<file path="config.mk">
export PLATFORM = sky130hd
export DESIGN_NAME = bin2bcd_seq
export DESIGN_NICKNAME = d
export VERILOG_FILES = /design/src/rtl/bin2bcd_seq.sv
export SDC_FILE = /design/constraint.sdc
export NUM_CORES = 1
export LEC_CHECK = 0
export BUFFER_PORTS_ARGS = -buffer_cell sky130_fd_sc_hd__buf_2
export CORE_MARGIN = 2
export CORE_UTILIZATION = 56
export CTS_CLUSTER_DIAMETER = 150
export DETAILED_ROUTE_END_ITERATION = 6
export PLACE_DENSITY_LB_ADDON = 0.3
export SLEW_MARGIN = 15
export SYNTH_ARGS = -nofsm -noshare
export SYNTH_HDL_FRONTEND = slang
export SYNTH_SLANG_ARGS = --single-unit
</file>
<file path="constraint.sdc">
create_clock -name clk -period 2.3 [get_ports clk]
set_clock_uncertainty 0.2 [all_clocks]
set_input_delay 0.23 -clock clk [delete_from_list [all_inputs] [get_ports clk]]
set_output_delay 0.23 -clock clk [all_outputs]
set_load 0.03 [all_outputs]
</file>
<file path="src/rtl/bin2bcd_seq.sv">
// Sequential binary-to-BCD converter (shift-and-add-3), one operand per WIDTH cycles.
// Result and handshake outputs are registered; bcd only changes on the completion edge.
module bin2bcd_seq #(
    parameter int WIDTH  = 8,
    parameter int DIGITS = 3    // must satisfy 10**DIGITS > 2**WIDTH - 1
) (
    input  logic                  clk,
    input  logic                  rst,
    input  logic                  start,
    input  logic [WIDTH-1:0]      bin,
    output logic                  busy,
    output logic                  done,
    output logic [4*DIGITS-1:0]   bcd
);

    localparam int CW = $clog2(WIDTH + 1);
    localparam int BW = 4 * DIGITS;

    typedef enum logic [0:0] {
        IDLE  = 1'b0,
        SHIFT = 1'b1
    } state_t;

    state_t          state_r, state_s;
    logic [CW-1:0]    count_r, count_s;
    logic [WIDTH-1:0] operand_r, operand_s;
    logic [BW-1:0]    scratch_r, scratch_s;
    logic [BW-1:0]    bcd_r, bcd_s;
    logic             busy_r, busy_s;
    logic             done_r, done_s;
    logic [BW-1:0]    adjusted_s;
    logic [BW-1:0]    shift_scratch_s;
    logic [WIDTH-1:0] shift_operand_s;
    logic             last_step_s;

    // Add 3 to every digit >= 5 so that the following shift carries correctly into the next digit.
    function automatic logic [BW-1:0] add3_digits(input logic [BW-1:0] v);
        logic [BW-1:0] r;
        r = v;
        for (int i = 0; i < DIGITS; i++) begin
            if (v[4*i +: 4] >= 4'd5) begin
                r[4*i +: 4] = v[4*i +: 4] + 4'd3;
            end else begin
                r[4*i +: 4] = v[4*i +: 4];
            end
        end
        return r;
    endfunction

    assign adjusted_s      = add3_digits(scratch_r);
    assign shift_scratch_s = {adjusted_s[BW-2:0], operand_r[WIDTH-1]};
    assign shift_operand_s = {operand_r[WIDTH-2:0], 1'b0};
    assign last_step_s     = (count_r == CW'(1));

    // State, datapath and registered-output flops.
    always_ff @(posedge clk or posedge rst) begin
        if (rst) begin
            state_r   <= IDLE;
            count_r   <= '0;
            operand_r <= '0;
            scratch_r <= '0;
            bcd_r     <= '0;
            busy_r    <= 1'b0;
            done_r    <= 1'b0;
        end else begin
            state_r   <= state_s;
            count_r   <= count_s;
            operand_r <= operand_s;
            scratch_r <= scratch_s;
            bcd_r     <= bcd_s;
            busy_r    <= busy_s;
            done_r    <= done_s;
        end
    end

    // Next-state logic: start is only honoured from IDLE.
    always_comb begin
        state_s = state_r;
        case (state_r)
            IDLE: begin
                if (start) begin
                    state_s = SHIFT;
                end else begin
                    state_s = IDLE;
                end
            end
            SHIFT: begin
                if (last_step_s) begin
                    state_s = IDLE;
                end else begin
                    state_s = SHIFT;
                end
            end
            default: state_s = IDLE;
        endcase
    end

    // Datapath and next values of the registered outputs.
    always_comb begin
        count_s   = count_r;
        operand_s = operand_r;
        scratch_s = scratch_r;
        bcd_s     = bcd_r;
        busy_s    = 1'b0;
        done_s    = 1'b0;
        case (state_r)
            IDLE: begin
                if (start) begin
                    operand_s = bin;
                    scratch_s = '0;
                    count_s   = CW'(WIDTH);
                    busy_s    = 1'b1;
                end else begin
                    busy_s    = 1'b0;
                end
            end
            SHIFT: begin
                operand_s = shift_operand_s;
                scratch_s = shift_scratch_s;
                count_s   = count_r - CW'(1);
                if (last_step_s) begin
                    bcd_s  = shift_scratch_s;
                    done_s = 1'b1;
                    busy_s = 1'b0;
                end else begin
                    busy_s = 1'b1;
                end
            end
            default: begin
                busy_s = 1'b0;
                done_s = 1'b0;
            end
        endcase
    end

    assign busy = busy_r;
    assign done = done_r;
    assign bcd  = bcd_r;

endmodule

</file>
---- Word level (Yosys, flattened, before mapping) ----
Index checks and enable logic that the tools add are counted.
operators by class
  add/sub/neg operators ................... 4
  order comparisons ....................... 3
  eq/ne operators ......................... 2
  multiplexer cells ....................... 14
  bitwise gates (word level) .............. 1
  reductions and logical operators ........ 1
operators with widths
  kind                                                 number
  case mux 12 bit (2 select lines)                     1
  case mux 8 bit (2 select lines)                      1
  >= comparator 4 x 3 -> 1 bit, second input constant  3
  2-to-1 mux 12 bit                                    1
  2-to-1 mux 4 bit                                     3
  adder 4 x 2 -> 4 bit, second input constant          2
  2-to-1 mux 8 bit                                     1
  case mux 4 bit (2 select lines)                      1
  == test 4 x 1 -> 1 bit, second input constant        1
  2-to-1 mux 1 bit                                     4
  subtractor 4 x 1 -> 4 bit, second input constant     1
  adder 3 x 2 -> 3 bit, second input constant          1
  2-to-1 mux 3 bit                                     1
  != test 2 bit, second input constant                 1
  case mux 1 bit (2 select lines)                      1
  AND reduction 2 bit                                  1
  NOT 1 bit                                            1
storage, ports and cells
  flip-flop bits (word level) ............. 38
  input bits .............................. 11
  logic and storage cells ................. 31

---- Logic depth before layout (Yosys ltp) ----
Gate-level depths: netlist (run 1).
  depth in word-level cells ............... 3
  depth in mapped cells ................... 7

---- Least setup slack after synthesis (run 1) ----
OpenSTA, ideal clock, no wires.
  path type ............................... flip-flop to flip-flop
  start point ............................. register scratch_r[0]
  end point ............................... register bcd_r[2] (netlist: bcd[2])
  setup time .............................. 0.083 ns
  data arrival time ....................... 1.404 ns
  required time ........................... 2.017 ns
  slack ................................... 0.614 ns
  stages on the path, launching flop included .. 7
  buffers on the path ..................... 0
  period minus slack after synthesis ...... 1.686 ns
  cells stage by stage .................... dfrtp_1 inv_1 ha_1 nand2b_1 a21oi_1 mux2_2 o21ai_0
on the way
  longest elaborated chain between the ends .. 2
  elaborated cells between the ends (all ways) .. 3
RTL lines
  element                                                                      RTL line  text
  from (decl)                                                                  27        logic [BW-1:0] scratch_r, scratch_s;
  from (signal assigned)                                                       69        scratch_r <= scratch_s;
  adder 4 x 2 -> 4 bit / >= comparator 4 x 3 -> 1 bit (equally long branches)  42, 41
  2-to-1 mux 4 bit (*)                                                         41        if (v[4*i +: 4] >= 4'd5) begin
  to (signal assigned)                                                         70        bcd_r <= bcd_s;
  to (decl)                                                                    28        logic [BW-1:0] bcd_r, bcd_s;
Mark *: on every way between the ends. The rest lies on a longest branch, timed or not.
A chain may end at the register's enable or synchronous reset.

---- Worst setup path after layout (run 1) ----
Ends and elaborated chain as after synthesis.

==> results of run 1 <==
layout by cell type, fill, tap and decap left out, types with 2 or more instances in the layout:
master,netlist,layout
xnor2_1,3,3
clkbuf_8,0,3
buf_2,7,24
inv_1,10,10
nand2_1,24,24
mux2i_1,18,18
ha_1,8,8
dlygate4sd3_1,0,7
nor2_1,5,5
o21ai_0,18,18
buf_4,1,5
a21oi_1,7,7
nand2b_1,14,14
clkbuf_4,0,5
mux2_2,3,3
dfrtp_1,38,38
o31ai_1,2,2
nor3b_1,5,5
per-layer routing:
layer / part of all wire [%] / routed length (µm)
met1: 46 / 1410
met5: 0 / 0
met2: 49 / 1520
met3: 4.5 / 139
met4: 0.71 / 22
per-stage QoR:
step	instances	hold slack (ps)	cell area [µm²]	util [%]	worst slack [ps]
CTS	254	18.1	2160	69.6	442
finish	254	15.7	2160	69.6	440
detailed placement	239	66.0	2010	64.8	456
floorplan	174	183	1840	-	614
global placement	239	51.6	2010	64.8	582
global route	254	47.7	2160	69.6	291
state kept, by name, summed over array words and instances (netlist names):
| name | cells |
|---|---|
| done | 1 |
| scratch_r | 12 |
| busy | 1 |
| bcd | 12 |
| count_r | 4 |
| operand_r | 8 |
cell families after synthesis:
family                   count (synthesis)  synth area share [%]
flip-flops                              38                  51.6
buffers and inverters                   18                  4.35
AND/OR/NAND/NOR                         50                  13.7
adder cells (fa/ha/maj)                  8                  5.43
multiplexers                            22                  12.4
AO/OA/AOI/OAI                           34                  10.6
XOR/XNOR                                 4                  1.90
layout make-up:
class | instances | area [µm²]
timing repair buffer | 36 | 228
multi-input combinational | 118 | 811
inverter | 10 | 37.5
clock buffer | 8 | 78.8
sequential | 38 | 951
tap | 44 | 55.1
fill | 270 | 942
power groups by stage:
stage	Combinational (W)	Clock, W	Sequential, W
3_5_place_dp	0.00138	0	0.00118
6_report	0.00138	0.000420	0.00116
3_3_place_gp	0.00131	0	0.00116
2_1_floorplan	0.000903	0	0.00132
4_1_cts	0.00139	0.000431	0.00116
5_1_grt	0.00156	0.000460	0.00121
worst reg2reg max path, delay by kind of cell, from the launching register on:
family                   cells  cell delay [ps]
flip-flops                   1              400
AO/OA/AOI/OAI                2              410
AND/OR/NAND/NOR              1               80
buffers and inverters        1              110
adder cells (fa/ha/maj)      1              200
multiplexers                 1              380
worst max-delay path by stage:
stage	endpoint	start	slack, ps	depth (start not counted)
after global routing	scratch_r[2]	scratch_r[0]	290	6
after CTS	scratch_r[6]	scratch_r[4]	440	6
after global placement	bcd[2]	scratch_r[0]	580	6
after floorplan	bcd[2]	scratch_r[0]	610	6
after detailed placement	bcd[6]	scratch_r[4]	460	6
final	bcd[2]	scratch_r[0]	440	6
==> metrics.txt, run 1 <==
Clock power frac approximately 14%; Synth Area per Inst between 10 and 15 µm²; post-cts sizing count 0; Top FF cell, synth dfrtp_1; max incr delay on CP approximately 400 ps; #FFs+latches synth 38; TritonCTS Buffers 5; die width 61.4 µm; Flop pwr share roughly two fifths; Max Clock Freq ~540 MHz; outcome finished clean; Tot Pwr approximately 0.0030 W; Max clock buf depth 2; Async SR Flop Fraction between 90% and 100%; internal power 0.00175 W; GRT busiest layer met2; count leader, synth dfrtp_1; worst skew pair latency about 350 ps; CP Cell Sequence inv_1, ha_1, nand2b_1, a21oi_1, mux2_2, o21ai_0; CP delay by family, top compound AO/OA/AOI/OAI gates; core area between 0.003 and 0.004 mm²; Post-synth top cells 38 x dfrtp_1, 24 x nand2_1, 18 x mux2i_1, 18 x o21ai_0, 14 x nand2b_1; GRT Residual Overflow 0; post-DR vias/cell 5.18; DRT iter0 DRCs 37; actual slew at the worst max-slew pin between 400 and 500 ps; # diodes 0; switching share of power 40.9%; Synth area leaders dfrtp_1 52%, mux2i_1 9.8%, ha_1 5.4%, o21ai_0 4.9%, nand2_1 4.9%; Worst EP arrival 1920 ps; met2 Use GR between 30% and 40%; Hold Vio Cnt, Final 0; Max Cap Violations 0; WL final 3090 µm; number of global-route vias before repair between 1,000 and 1,500; met1 Use GR about 25%; critical path class reg2reg; Worst path slowest cell dfrtp_1; Die ar. about 0.0038 mm²; First-pass DRT Iterations 4; Routability Congestion between 0.8 and 0.9; Distinct cells, synth 26; element type at the critical path end flop; # port buffers 24; setup bufs post-CTS 0; Layout area overhead 17.3%; Synth top area share around half; nets around 230; H-Tree Depth 2; number of enable flip-flop cells after synthesis 0; flop-to-flop setup slack roughly 440 ps; Synth area leader dfrtp_1; final max-slew violation count 0; Site Rows 20; Total GRT Usage 20.1%; fin crit share between 80% and 90%; VDD IR max between 0.0007 and 0.0008 V; worst hold path class in2reg; Reg clk slew, reported paths approximately 100 ps; critical path required time approximately 2400 ps; cells after synthesis 174; Synth Warn # 0; Hold Crit Start bin[1]; startpoint type of the worst setup path flop; initial antenna violation count 0; Hold Path End operand_r[1]; DR WL/cell 12.2 µm; Netlist Area Pre-Place around 0.0018 mm²; antenna-violating nets left 0; register area share after synthesis approximately 52%; drc violations 0; largest net degree at the start of global routing 25; CTS tree done; leakage power approximately 1.1 nW; Hold Crit Depth 3; sw power ~0.0012 W; RSZ-0062 raised after global routing false; Fin Setup TNS 0 ps; Mapped Nets ~190; final count of negative-setup-slack endpoints 0; cts hold-fix bufs 7; P per Cell Area ~1400 mW/mm²; dpl hpwl 2260 µm; die height ~61 µm; cell depth of the worst flop-to-flop path 6; Logic pwr share between 40% and 50%; layout cells sized above 1 approximately a fifth; max_slew headroom between 70% and 80%; post-layout min period 1860 ps; Worst R2R End bcd[2]; Root Driver clkbuf_4; met3 Use GR ~6.3%; first-pass GRT wire length approximately 5400 µm; via count 1,316; CP Buf/Inv Count 1; Critical R2R Launch scratch_r[0]; clk sink count 38; Initial Util 59.4%; largest fanout on the critical path 3; Ports 25
(Power assumes the default switching activity.)
==> run 2: changes to the inputs <==
clock period = 1.9 ns   (was 2.3 ns; I/O delays follow)
==> run 2 against run 1 <==
Combinational power up 28%. Routed wire length up 9.1%. Fmax up 0.30%. Utilization up 1.0 points. First-iteration DRC count up 27%. Register-to-register slack worse by 390 ps. Worst setup slack worse by 390 ps. Sequential cell count unchanged. Die area unchanged. Total power up 26%. Critical path type unchanged. Largest cell class unchanged. Highest routed layer unchanged.
==> metrics.txt, run 2 (same netlist as run 1, synthesis figures left out) <==
VDD IR max about 0.00084 V; Max Clock Freq between 500 and 600 MHz; Max Cap Violations 0; layout cells sized above 1 between 20% and 30%; first-pass GRT wire length 5660 µm; die height slightly above 60 µm; Worst EP arrival 1940 ps; core area between 0.003 and 0.004 mm²; Fin Setup TNS 0 ps; max_slew headroom between 60% and 70%; Fillers 257; critical path class reg2reg; WL final roughly 3400 µm; final count of negative-setup-slack endpoints 0; die width 61.4 µm; Total GRT Usage about a fifth; nets 230; Initial Util approximately three fifths; # port buffers 24; Ports 25; critical path required time between 1500 and 2000 ps; Tot Pwr 0.00373 W; clk sink count 38; antenna-violating nets left 0; Logic pwr share about 48%; fin util ~71%; switching share of power between 40% and 50%; First-pass DRT Iterations 4; H-Tree Depth 2; GRT Residual Overflow 0; Hold Crit Depth 2; Die ar. between 0.003 and 0.004 mm²; placed insts about 240; DRT iter0 DRCs 47; cell depth of the worst flop-to-flop path 6; Root Driver clkbuf_4; Hold Vio Cnt, Final 0; Hold Path End count_r[2]; Site Rows 20; number of global-route vias before repair between 1,000 and 1,500; Reg area about 950 µm²; Layout area overhead 19.1%; Critical R2R Launch scratch_r[1]; leakage power approximately 1.1 nW; worst hold path class in2reg; sw power between 0.0015 and 0.002 W; startpoint type of the worst setup path flop; worst skew pair latency 350 ps; Worst R2R End scratch_r[2]; post-layout min period around 1900 ps; actual slew at the worst max-slew pin ~460 ps; initial antenna violation count 0; final max-slew violation count 0; Hold Crit Start start; # diodes 0; post-route cell area around 0.0022 mm²; dpl hpwl roughly 2300 µm; most common library cell in the layout ignoring fill and taps dfrtp_1; fin crit share between 90% and 100%; drc violations 0; DR WL/cell 13.2 µm; largest net degree at the start of global routing 39; Max clock buf depth 2; Routability Congestion 0.830; TritonCTS Buffers 5; Flop pwr share 38.0%; P per Cell Area approximately 1700 mW/mm²; element type at the critical path end flop; most frequent cells in the layout 38 x dfrtp_1, 24 x nand2_1, 24 x buf_2, 18 x o21ai_0, 17 x mux2i_1; area occupied by multi-input gates between 800 and 900 µm²; internal power approximately 0.0022 W; via count about 1,300; largest fanout on the critical path 3; CTS tree done; outcome finished clean; flop-to-flop setup slack 50 ps; fin cells approximately 260; area of placed instances about 0.0020 mm²; Reg clk slew, reported paths between 100 and 150 ps; post-DR vias/cell a little over 5; Clock power frac 14.4%
run 2: cell types whose count changed in the layout (fill, tap and decap cells not counted), sizes merged:
cell,previous run,this run
bufinv,0,1
clkbuf,8,7
dlygate4sd3,7,9
run 2: layout make-up:
class / instances / share of cell area [%]
Tap cell: 44 / 2.51
Inverter: 10 / 1.71
Clock buffer: 7 / 2.05
Sequential cell: 38 / 43.4
Timing Repair Buffer: 38 / 11.3
Clock inverter: 1 / 1.37
Multi-Input combinational cell: 118 / 37.7
run 2: timing repair:
item                                    CTS  global route
endpoints found under the setup margin    0             6
setup buffers                             0             1
hold buffers                              9             0
gates resized for setup                   0             5
endpoints found under the hold margin    46             0
run 2: stage by stage:
stage | setup WS, ps | hold WS, ps
final | 45.1 | 129
after global routing | -33.2 | 162
after CTS | 18.8 | 134
after detailed placement | 23.4 | 129
after global placement | 177 | 115
after floorplan | 214 | 143
run 2: worst max-delay path by stage:
stage / start / end / slack, ps / cells after the start
floorplan: scratch_r[0] / bcd[2] / 210 / 6
global placement: scratch_r[0] / bcd[2] / 180 / 6
detailed placement: scratch_r[4] / bcd[6] / 20 / 6
CTS: scratch_r[1] / scratch_r[2] / 20 / 6
global route: scratch_r[1] / scratch_r[2] / -30 / 6
finish: scratch_r[1] / scratch_r[2] / 50 / 6
run 2: critical path, cell delays in order, from the launching register on:
cell and delay (ps):
dfrtp_1 400, inv_1 90, ha_1 190, nand2b_1 170
a21oi_2 220, mux2_2 370, mux2i_1 140
run 2: routing by layer:
metal / vias up / GRT usage [%] / part of all wire, %
li1: 660 / - / -
met1: 628 / 23.9 / 43
met5: - / 0 / 0
met2: 29 / 36.0 / 51
met4: 0 / 11.2 / 2.0
met3: 8 / 5.04 / 4.0
run 2: power groups by stage:
stage                     Combinational, W  Sequential, W  Clock [W]
after floorplan                    0.00109        0.00160          0
after global placement             0.00160        0.00139          0
after detailed placement           0.00170        0.00142          0
after CTS                          0.00172        0.00140   0.000547
after global routing               0.00199        0.00146   0.000575
final                              0.00177        0.00142   0.000536
==> run 3: changes to the inputs <==
CORE_UTILIZATION = 50   (was 56)
==> run 3 against run 2 <==
Hold slack worse by 120 ps. Sequential cell count unchanged. Worst setup slack better by 81 ps. Sequential share of layout area up 0.83 points. Clock power up 4.9%. Largest power group unchanged.
==> metrics.txt, run 3 (same netlist as run 1, synthesis figures left out) <==
GRT Residual Overflow 0; Layout area overhead 16.8%; die width approximately 65 µm; DRT iter0 DRCs 52; final max-slew violation count 0; startpoint type of the worst setup path flop; nets approximately 220; Routability Congestion 0.755; Initial Util about half; Total GRT Usage a little under a fifth; fin crit share 93.4%; Hold Path End operand_r[5]; area of placed instances approximately 0.0020 mm²; element type at the critical path end flop; DP Worst Slack between 40 and 50 ps; final worst setup slack approximately 130 ps; worst hold path class in2reg; Reg clk slew, reported paths 70 ps; first-pass GRT wire length between 5000 and 6000 µm; critical path required time about 1900 ps; TritonCTS Buffers 5; post-layout min period approximately 1800 ps; number of global-route vias before repair between 1,000 and 1,500; First-pass DRT Iterations 4; met1 wire length 1520 µm; most frequent cells in the layout 38 x dfrtp_1, 24 x nand2_1, 24 x buf_2, 18 x mux2i_1, 18 x o21ai_0; Root Driver clkbuf_8; Flop pwr share between 30% and 40%; VDD IR max roughly 0.00082 V; Hold Vio Cnt, Final 0; Max Cap Violations 0; via count roughly 1,300; sw power 0.00149 W; Fin Setup TNS 0 ps; max_slew headroom roughly two thirds; Max clock buf depth 2; outcome finished clean; Die ar. 0.00418 mm²; # diodes 0; internal power 0.00216 W; largest net degree at the start of global routing 39; Max Clock Freq around 560 MHz; drc violations 0; most common library cell in the layout ignoring fill and taps dfrtp_1; H-Tree Depth 2; initial antenna violation count 0; Hold Crit Start bin[5]; antenna-violating nets left 0; core area 0.00361 mm²; flop-to-flop setup slack ~130 ps; Worst R2R End bcd[6]; Clock power frac 15.4%; RSZ-0062 raised after global routing false; Ports 25; actual slew at the worst max-slew pin around 480 ps; Highest Signal Layer met4; WL final approximately 3300 µm; P per Cell Area approximately 1700 mW/mm²; Fillers around 320; leakage power between 1 and 1.5 nW; layout cells sized above 1 21.4%; met2 routed WL between 1500 and 2000 µm; DR WL/cell 12.9 µm; post-DR vias/cell around 5.2; Critical R2R Launch scratch_r[4]; Hold Crit Depth 3; dpl hpwl approximately 2300 µm; largest fanout on the critical path 4; # port buffers 24; clk sink count 38; Logic pwr share ~46%; worst skew pair latency ~290 ps; post-route cell area between 0.002 and 0.0025 mm²; CTS tree done; die height about 65 µm; switching share of power 40.7%; Worst EP arrival approximately 1800 ps; final count of negative-setup-slack endpoints 0; Site Rows 22; met3 wire len 141 µm; cell depth of the worst flop-to-flop path 6; critical path class reg2reg
==> run 3: cell types whose count changed in the layout (fill, tap and decap cells not counted), moves of 2 or more <==
cell | before | now
clkbuf_8 | 0 | 6
clkbuf_4 | 5 | 0
dlygate4sd3_1 | 9 | 4
buf_4 | 5 | 3
ha_1 | 6 | 8
ha_2 | 2 | 0
==> run 3: repair_timing <==
| action | CTS | global route |
|---|---|---|
| setup endpoints to repair | 0 | 5 |
| setup buffers | 0 | 0 |
| endpoints found under the hold margin | 41 | 0 |
| hold buffers | 4 | 0 |
| resized for setup | 0 | 4 |
==> run 3: area by class of cell <==
cell class	count	area (µm²)	area share (%)
clock buffer	7	86.3	4.01
clock inverter	1	5.00	0.233
inverter	10	37.5	1.74
multi-input combinational	118	818	38.0
sequential	38	951	44.2
tap	48	60.1	2.79
timing repair buffer	32	194	9.01
==> run 3: per-stage QoR <==
step	power [W]	cells	hold slack [ps]	util, %
floorplan	0.00269	174	143	-
global placement	0.00299	242	117	55.7
detailed placement	0.00309	242	132	55.7
CTS	0.00367	254	3.43	59.4
global route	0.00396	254	34.1	59.7
finish	0.00365	254	4.07	59.7
==> run 3: how the worst max path moves through the flow <==
| stage | start | end | slack, ps | cells past startpoint |
|---|---|---|---|---|
| after floorplan | scratch_r[0] | bcd[2] | 210 | 6 |
| after global placement | scratch_r[0] | bcd[2] | 180 | 6 |
| after detailed placement | scratch_r[0] | scratch_r[2] | 50 | 6 |
| after CTS | scratch_r[0] | scratch_r[2] | 30 | 6 |
| after global routing | scratch_r[1] | scratch_r[2] | 5 | 6 |
| final | scratch_r[4] | bcd[6] | 130 | 6 |
==> run 3: per-layer routing <==
metal  global-route usage (%)  vias to the layer above
li1                         -                      650
met1                     20.8                      633
met2                     30.1                       34
met3                     4.34                        9
met4                     11.7                        0
met5                        0                        -
==> run 3: critical path, stage by stage, from the launching register on <==
cell	delay (ps)
dfrtp_1	410
inv_1	100
ha_1	200
nand2b_1	100
a21oi_2	200
mux2_2	360
o21ai_0	130
==> run 3: power groups by stage <==
stage | Clock [W] | Sequential (W) | Combinational, W
2_1_floorplan | 0 | 0.00160 | 0.00109
6_report | 0.000562 | 0.00141 | 0.00168
3_5_place_dp | 0 | 0.00142 | 0.00167
4_1_cts | 0.000583 | 0.00140 | 0.00169
5_1_grt | 0.000618 | 0.00146 | 0.00188
3_3_place_gp | 0 | 0.00139 | 0.00159
